==> src/rtl/conv_output_writer_pkg.sv <==
// Shared definitions for the convolution output writer and its line-buffer peers.
// Holds the width/size macros and the writer FSM state encoding.
// Optional feature macro used by the writer: CONV_OUT_RELU_EN (clamp negatives to zero).

`ifndef LOG2
`define LOG2(x) (((x) <= 1) ? 1 : $clog2(x))
`endif

// Output edge length of a valid (unpadded) convolution; the line buffer uses the same expression.
`ifndef CONV_OUT_SIZE
`define CONV_OUT_SIZE(img, flt, strd) ((((img) - (flt)) / (strd)) + 1)
`endif

package conv_output_writer_pkg;

  typedef enum logic [1:0] {
    ST_IDLE    = 2'd0,
    ST_COLLECT = 2'd1,
    ST_DONE    = 2'd2
  } wr_state_e;

endpackage

==> src/rtl/conv_output_writer_pos_counter.sv <==
// out_pos_counter: raster position tracker (col/row/linear) for dense output-map writers.
// Outputs describe the position the next accepted item will take; clr restarts at 0 in the same cycle.
// Counters advance only on en and wrap to 0 after the last position of the map.

module out_pos_counter #(
  parameter int OUT_SIZE = 26,
  parameter int ADDR_W   = 10
) (
  input  logic              clk,
  input  logic              rst_n,
  input  logic              clr,
  input  logic              en,
  output logic [ADDR_W-1:0] lin,
  output logic              last
);

  localparam int OUT_PIXELS = OUT_SIZE * OUT_SIZE;
  localparam int CW         = `LOG2(OUT_SIZE);
  localparam logic [CW-1:0]     COORD_MAX = CW'(OUT_SIZE - 1);
  localparam logic [ADDR_W-1:0] LIN_MAX   = ADDR_W'(OUT_PIXELS - 1);

  logic [CW-1:0]     col_q, col_d, col_cur;
  logic [CW-1:0]     row_q, row_d, row_cur;
  logic [ADDR_W-1:0] lin_q, lin_d, lin_cur;

  // Current position: a clear overrides the stored counters so a start can take position 0 at once.
  always_comb begin
    col_cur = clr ? '0 : col_q;
    row_cur = clr ? '0 : row_q;
    lin_cur = clr ? '0 : lin_q;
  end

  assign lin  = lin_cur;
  assign last = (col_cur == COORD_MAX) && (row_cur == COORD_MAX);

  // Advance one raster position per enable; col wraps into row, everything wraps after the last pixel.
  always_comb begin
    col_d = col_cur;
    row_d = row_cur;
    lin_d = lin_cur;
    if (en) begin
      if (col_cur == COORD_MAX) begin
        col_d = '0;
        row_d = (row_cur == COORD_MAX) ? '0 : row_cur + 1'b1;
      end else begin
        col_d = col_cur + 1'b1;
      end
      lin_d = (lin_cur == LIN_MAX) ? '0 : lin_cur + 1'b1;
    end
  end

  // Position registers.
  always_ff @(posedge clk or negedge rst_n) begin
    if (!rst_n) begin
      col_q <= '0;
      row_q <= '0;
      lin_q <= '0;
    end else begin
      col_q <= col_d;
      row_q <= row_d;
      lin_q <= lin_d;
    end
  end

endmodule

==> src/rtl/conv_output_writer.sv <==
// conv_output_writer: packs sparse window results densely into the output map in raster order.
// Latency 1 cycle (fully registered write port); sustains one result per cycle, no backpressure.
// Results outside a frame are dropped and flagged on drop_err. CONV_OUT_RELU_EN clamps negatives.

module conv_output_writer
  import conv_output_writer_pkg::*;
#(
  parameter int FILTER_SIZE = 3,
  parameter int IMAGE_SIZE  = 28,
  parameter int STRIDE      = 1,
  parameter int DATA_WIDTH  = 16,
  localparam int OUT_SIZE   = `CONV_OUT_SIZE(IMAGE_SIZE, FILTER_SIZE, STRIDE),
  localparam int OUT_PIXELS = OUT_SIZE * OUT_SIZE,
  localparam int ADDR_W     = `LOG2(OUT_PIXELS)
) (
  input  logic                  clk,
  input  logic                  rst_n,
  input  logic                  start,
  input  logic                  in_valid,
  input  logic [DATA_WIDTH-1:0] in_data,
  output logic                  wr_en,
  output logic [ADDR_W-1:0]     wr_addr,
  output logic [DATA_WIDTH-1:0] wr_data,
  output logic                  busy,
  output logic                  frame_done,
  output logic                  drop_err
);

  wr_state_e             state_q, state_d;
  logic                  wr_en_q, wr_en_d;
  logic [ADDR_W-1:0]     wr_addr_q, wr_addr_d;
  logic [DATA_WIDTH-1:0] wr_data_q, wr_data_d;
  logic                  frame_done_q, frame_done_d;
  logic                  drop_err_q, drop_err_d;

  logic                  arm;
  logic                  accept;
  logic                  drop;
  logic [ADDR_W-1:0]     pos_lin;
  logic                  pos_last;
  logic [DATA_WIDTH-1:0] proc_data;

  // A start in IDLE arms the frame and may carry the first result in the same cycle.
  assign arm    = (state_q == ST_IDLE) && start;
  assign accept = in_valid && ((state_q == ST_COLLECT) || arm);
  assign drop   = in_valid && !accept;

  out_pos_counter #(
    .OUT_SIZE (OUT_SIZE),
    .ADDR_W   (ADDR_W)
  ) u_pos (
    .clk   (clk),
    .rst_n (rst_n),
    .clr   (arm),
    .en    (accept),
    .lin   (pos_lin),
    .last  (pos_last)
  );

`ifdef CONV_OUT_RELU_EN
  // Negative results are clamped to zero before the write register.
  assign proc_data = in_data[DATA_WIDTH-1] ? '0 : in_data;
`else
  assign proc_data = in_data;
`endif

  // Frame FSM plus next values of the registered write port and status flags.
  always_comb begin
    state_d      = state_q;
    wr_en_d      = 1'b0;
    wr_addr_d    = wr_addr_q;
    wr_data_d    = wr_data_q;
    frame_done_d = 1'b0;
    drop_err_d   = drop_err_q;

    case (state_q)
      ST_IDLE: begin
        if (start) begin
          state_d    = ST_COLLECT;
          drop_err_d = 1'b0;
        end
      end
      ST_COLLECT: state_d = ST_COLLECT;
      ST_DONE:    state_d = ST_IDLE;
      default:    state_d = ST_IDLE;
    endcase

    if (accept) begin
      wr_en_d      = 1'b1;
      wr_addr_d    = pos_lin;
      wr_data_d    = proc_data;
      frame_done_d = pos_last;
      if (pos_last) begin
        state_d = ST_DONE;
      end
    end

    if (drop) begin
      drop_err_d = 1'b1;
    end
  end

  // State and output registers; reset abandons any frame in progress immediately.
  always_ff @(posedge clk or negedge rst_n) begin
    if (!rst_n) begin
      state_q      <= ST_IDLE;
      wr_en_q      <= 1'b0;
      wr_addr_q    <= '0;
      wr_data_q    <= '0;
      frame_done_q <= 1'b0;
      drop_err_q   <= 1'b0;
    end else begin
      state_q      <= state_d;
      wr_en_q      <= wr_en_d;
      wr_addr_q    <= wr_addr_d;
      wr_data_q    <= wr_data_d;
      frame_done_q <= frame_done_d;
      drop_err_q   <= drop_err_d;
    end
  end

  assign wr_en      = wr_en_q;
  assign wr_addr    = wr_addr_q;
  assign wr_data    = wr_data_q;
  assign frame_done = frame_done_q;
  assign drop_err   = drop_err_q;
  assign busy       = (state_q == ST_COLLECT);

endmodule

==> config.mk <==
export PLATFORM = sky130hd
export DESIGN_NAME = conv_output_writer
export DESIGN_NICKNAME = d
export VERILOG_FILES = /design/src/rtl/conv_output_writer_pkg.sv /design/src/rtl/conv_output_writer_pos_counter.sv /design/src/rtl/conv_output_writer.sv
export SDC_FILE = /design/constraint.sdc
export NUM_CORES = 1
export LEC_CHECK = 0
export ABC_CLOCK_PERIOD_IN_PS = 4400
export BUFFER_PORTS_ARGS = -buffer_cell sky130_fd_sc_hd__buf_2
export CAP_MARGIN = 20
export CORE_ASPECT_RATIO = 1.2
export CORE_MARGIN = 1
export CORE_UTILIZATION = 35
export CTS_CLUSTER_SIZE = 12
export DETAILED_ROUTE_END_ITERATION = 16
export PLACE_DENSITY = 0.62
export SLEW_MARGIN = 40
export SYNTH_ARGS = -nofsm -noshare
export SYNTH_HDL_FRONTEND = slang
export SYNTH_SLANG_ARGS = --single-unit
==> constraint.sdc <==
create_clock -name clk -period 4.4 [get_ports clk]
set_clock_uncertainty 0.15 [all_clocks]
set_input_delay 0.88 -clock clk [delete_from_list [all_inputs] [get_ports clk]]
set_output_delay 0.88 -clock clk [all_outputs]
set_load 0.02 [all_outputs]
==> After elaboration in Yosys (flattened, before gate mapping) <==
Index checks and enable logic that the tools add are counted.
{ "word_totals": {"regBits": 51, "latch_bits": 0, "mem_bits_rw": 0, "rom_bits": 0, "output_inout_bits": 30, "wordCells": 45, "n_memories": 0} }
{ "op_classes": {"addsub": 3, "multipliers": 0, "n_div": 0, "order_cmp": 0, "eq_ne": 4, "shifts": 0, "muxes": 19, "n_bitwise": 0, "n_reduce_logical": 10} }
{ "ops": {"columns": ["op", "count"], "rows": [
  ["2-to-1 mux 5 bit", 7],
  ["2-to-1 mux 10 bit", 3],
  ["adder 10 x 1 -> 10 bit (second input constant)", 1],
  ["adder 5 x 1 -> 5 bit (second input constant)", 2],
  ["== test 10 bit (second input constant)", 1],
  ["== test 5 bit (second input constant)", 2],
  ["2-to-1 mux 2 bit", 3],
  ["2-to-1 mux 1 bit", 5],
  ["logical AND 1 bit", 4],
  ["case mux 2 bit (2 select lines)", 1],
  ["nonzero test 2 bit", 2],
  ["== test 2 x 1 -> 1 bit (second input constant)", 1],
  ["logical NOT 2 bit", 1],
  ["AND reduction 2 bit", 1],
  ["logical NOT 1 bit", 1],
  ["logical OR 1 bit", 1]
]} }

==> Logic depth before layout (Yosys ltp) <==
{ "depth": {"word_depth": 8, "mapped_depth": 10} }

==> Modules after synthesis <==
From an unflattened synthesis, not the netlist that was laid out.
{ "unflattened": {"cells_unflattened": 191, "hier_area_um2": 2457.4} }
{ "modules_own_cells": {"columns": ["mod", "instances", "cells_each", "area_each_um2", "seq_area_each_um2"], "rows": [
  ["conv_output_writer", 1, 72, 1260.0, 775.7],
  ["out_pos_counter", 1, 119, 1197.4, 500.5]
]} }

==> Worst setup path before layout <==
OpenSTA, ideal clock, no wires.
{ "synth_path": {"path_type": "input to register", "start": "input port start", "end": "register u_pos.row_q[1]", "setup_ps": 125, "arrival_ps": 2503, "required_ps": 4125, "path_slack_ps": 1622, "stages": 8, "path_buffers": 1, "path_cell_list": "or3b_4 buf_6 nand2_1 ha_1 and4b_1 nand3_4 nor2_2 mux2_2"} }
{ "synth_via": {"elab_chain_len": 6, "word_cells_on_any_way": 11} }
{ "synth_lines": {"columns": ["element", "line", "text"], "rows": [
  ["start, declared", "conv_output_writer.sv:18", "input logic start,"],
  ["logical AND 1 bit (*)", "conv_output_writer.sv:44", "assign arm = (state_q == ST_IDLE) && start;"],
  ["2-to-1 mux 5 bit", "conv_output_writer_pos_counter.sv:29", "row_cur = clr ? '0 : row_q;"],
  ["adder 5 x 1 -> 5 bit / == test 5 bit (equally long branches)", "conv_output_writer_pos_counter.sv:44", "row_d = (row_cur == COORD_MAX) ? '0 : row_cur + 1'b1;"],
  ["2-to-1 mux 5 bit", "conv_output_writer_pos_counter.sv:44", null],
  ["2-to-1 mux 5 bit", "conv_output_writer_pos_counter.sv:42", "if (col_cur == COORD_MAX) begin"],
  ["2-to-1 mux 5 bit (*)", "conv_output_writer_pos_counter.sv:41", "if (en) begin"],
  ["named net u_pos.row_d[1]", "conv_output_writer_pos_counter.sv:23", "logic [CW-1:0] row_q, row_d, row_cur;"],
  ["end signal, assigned", "conv_output_writer_pos_counter.sv:60", "row_q <= row_d;"],
  ["end, declared", "conv_output_writer_pos_counter.sv:23", null]
]} }
Mark *: on every way through the listed nets, which the timed path passes. The rest lies on a longest branch.
A chain may end at the register's enable or synchronous reset.

==> Worst setup path after layout <==
Ends and elaborated chain as after synthesis.

==> results.yml <==
yosys:
  yosysMostFrequentCell: "nand2_1"
  synth.distinct_cells: 41
  yosys_warnings: 0
  async_reset_ff_share_pct: 100.0
  ys.flop_type: "dfrtp_1"
  syn-instance-count: 236
  avgSynthCellArea_um2: 9.803
  synth.ff_latch_count: 51
  syn_nets: 260
  yosys.area.top_type_share_pct: 55.16
  synth_common_cells: "nand2_1, dfrtp_1, nor2_1"
  synth.yosys.seq_area_share_pct: 55.16
  synth_edf_count: 0
  syn-cell-area_mm2: 0.002313
  synth_area_leader_cell: "dfrtp_1"
  synth_area_leaders: "dfrtp_1, nand2_1, xor2_1, ha_1, o21ai_0"
timing:
  rsz0062_at_grt: "false"
  min_period_ns: 2.778
  tightest_slew_ns: 0.7712
  setup_tns_ns: 0
  fmax_ghz: 0.3599
  slew_headroom_pct: 48.40
  hold_viol_final: 0
  fin_crit_sh_pct: 63.14
  drv_slew: 0
  setup_viol: 0
floorplanning:
  die-area_mm2: 0.006940
  num_rows: 32
  core-area_mm2: 0.006406
  pin_count: 50
  initial_core_util_pct: 36.11
  fp.dieW_um: 76.22
  die_h_um: 91.06
global_routing:
  grt_pass1_vias: 1705
  grt_usage_pct: 13.82
  antenna_found_initial: 0
  grt_max_degree: 52
  gr-total-overflow: 0
  grt_pass1_wl_mm: 7.741
clock_tree:
  clock_sinks: 51
  ctsRootBufferMaster: "clkbuf_8"
  post_cts_buffers: 0
  cts_tree: "built"
  cts_inserted_buffers: 5
  htreeDepth: 2
  holdBufCountCts: 0
  clk_pin_slew_ns: 0.10
  cts_buffer_depth: 2
  ctsResizeCount: 0
  clkLatencyLatePin_ns: 0.31
power:
  powerDensity_mw_per_mm2: 440.0
  vdd_ir_drop_max_uv: 159.8
  leakagePower_uw: 0.001386
worst_setup_path:
  start_kind: "primary input"
  crit_path_end: "u_pos.row_q[1]$_DFF_PN0_"
  crit_path_max_incr_delay_ns: 0.39
  crit_fanout: 21
  path_cells: "buf_2 -> or3b_4 -> and2_1 -> ha_1 -> and4b_1 -> nand3_4 -> nor2_2 -> mux2_2"
  r2r_end: "u_pos.row_q[2]$_DFF_PN0_"
  end_kind: "flop"
  reg2reg_slack_ns: 1.79
  critPathLaunch: "start"
  crit_slowest_cell: "or3b_4"
  critPathRequiredTime_ns: 4.44
  rr_startpoint: "state_q[1]$_DFF_PN0_"
  crit_type: "primary input to flop"
  rr_worst_depth: 5
  arrival_ns: 2.82
min_path:
  min_path_type: "flop to flop"
cells_and_area:
  final_util_pct: 42.17
  fin_nets: 308
  drive_gt1_share_pct: 23.86
  area_delta_synth_final_pct: 16.77
  design_area_mm2: 0.002701
  n_antenna_cell: 0
drt:
  firstDrtPassIters: 4
  drt_iter0_markers: 98
  via_count: 1745
  viasPerCell: 4.716
  drc: 0
  wirelength_mm: 4.538
  wl_per_cell_um: 12.26
  ant_nets: 0
placed_design:
  place_hpwl_mm: 3.082
  io_buffers: 49
  place.gp.congestion: 0.7839
  place_area_mm2: 0.002616
run:
  max_cap_violations: 0
status:
  status: "finished clean"
## kinds of logic (layout without fill, tap and decap cells)
kind of cell	after synthesis	after routing	share of synthesized area, %
mux	6	6	2.758
xor+xnor	8	8	3.029
simple gates	125	125	26.07
buf+inv	15	64	3.407
compound gates	27	27	7.410
fa+ha+maj	4	4	2.163
flops	51	51	55.16
## critical path: cells and delay by family
kind          cells  cell delay (ns)
fa+ha+maj         1             0.18
buf+inv           1             0.11
mux               1             0.37
simple gates      5             1.26
## state kept, by name, summed over array words and instances (netlist names)
signal       count
wr_data         16
u_pos.lin_q     10
wr_addr         10
u_pos.col_q      5
u_pos.row_q      5
state_q          2
drop_err         1
frame_done       1
wr_en            1
## layout by cell type (no fill, tap or decap), drive strengths merged, types with 2 or more instances in the layout
master / synthesis / final
a21o: 3 / 3
a21oi: 3 / 3
and2: 4 / 4
and3: 2 / 2
and4b: 3 / 3
buf: 8 / 50
clkbuf: 1 / 6
dfrtp: 51 / 51
ha: 4 / 4
inv: 6 / 6
mux2: 3 / 3
mux2i: 3 / 3
nand2: 78 / 78
nand3: 9 / 9
nand4: 4 / 4
nor2: 12 / 12
nor2b: 3 / 3
nor3: 2 / 2
o21ai: 14 / 14
or4: 2 / 2
xnor2: 2 / 2
xor2: 6 / 6
## per-layer routing
| layer | global-route usage, % | routed length (µm) | share of wire (%) | vias to the layer above |
|---|---|---|---|---|
| met2 | 23.12 | 2225 | 49 | 33 |
| met3 | 3.618 | 196 | 4.3 | 7 |
| met1 | 16.89 | 2042 | 45 | 819 |
| met5 | 0 | 0 | 0 | - |
| met4 | 5.449 | 72 | 1.6 | 0 |
| li1 | - | - | - | 886 |
## worst min-delay path by stage
stage	depth (start not counted)	from	to	slack, ns
after floorplan	2	u_pos.row_q[4]$_DFF_PN0_	u_pos.row_q[4]$_DFF_PN0_	0.35
after global placement	2	wr_data[13]$_DFFE_PN0N_	wr_data[13]$_DFFE_PN0N_	0.30
after detailed placement	2	wr_data[5]$_DFFE_PN0N_	wr_data[5]$_DFFE_PN0N_	0.31
after CTS	2	wr_data[5]$_DFFE_PN0N_	wr_data[5]$_DFFE_PN0N_	0.33
after global routing	2	wr_data[5]$_DFFE_PN0N_	wr_data[5]$_DFFE_PN0N_	0.36
final	2	wr_data[5]$_DFFE_PN0N_	wr_data[5]$_DFFE_PN0N_	0.33
## power breakdown
group	switching [µW]	internal, µW	total [µW]	leakage, µW
Clock	152	111	263	0.0000412
Sequential	62.8	554	617	0.000644
Combinational	180	128	309	0.000700
## final cells by class
| class | instances | area (µm²) |
|---|---|---|
| Clock buffer | 6 | 72.57 |
| Multi-Input combinational cell | 170 | 958.4 |
| Fill cell | 689 | 3705 |
| Clock inverter | 2 | 12.51 |
| Sequential cell | 51 | 1276 |
| Timing Repair Buffer | 50 | 252.7 |
| Inverter | 6 | 22.52 |
| Tap cell | 85 | 106.4 |
## per-stage QoR
step | power, µW | hold slack (ns) | setup slack (ns) | std cells
3_3_place_gp | 932.6 | 0.3048 | 1.307 | 362
2_1_floorplan | 834.2 | 0.3479 | 1.622 | 236
4_1_cts | 1205 | 0.3319 | 1.631 | 370
6_report | 1189 | 0.3283 | 1.622 | 370
3_5_place_dp | 939.2 | 0.3079 | 1.281 | 362
5_1_grt | 1271 | 0.3626 | 1.430 | 370
(Power assumes the default switching activity.)
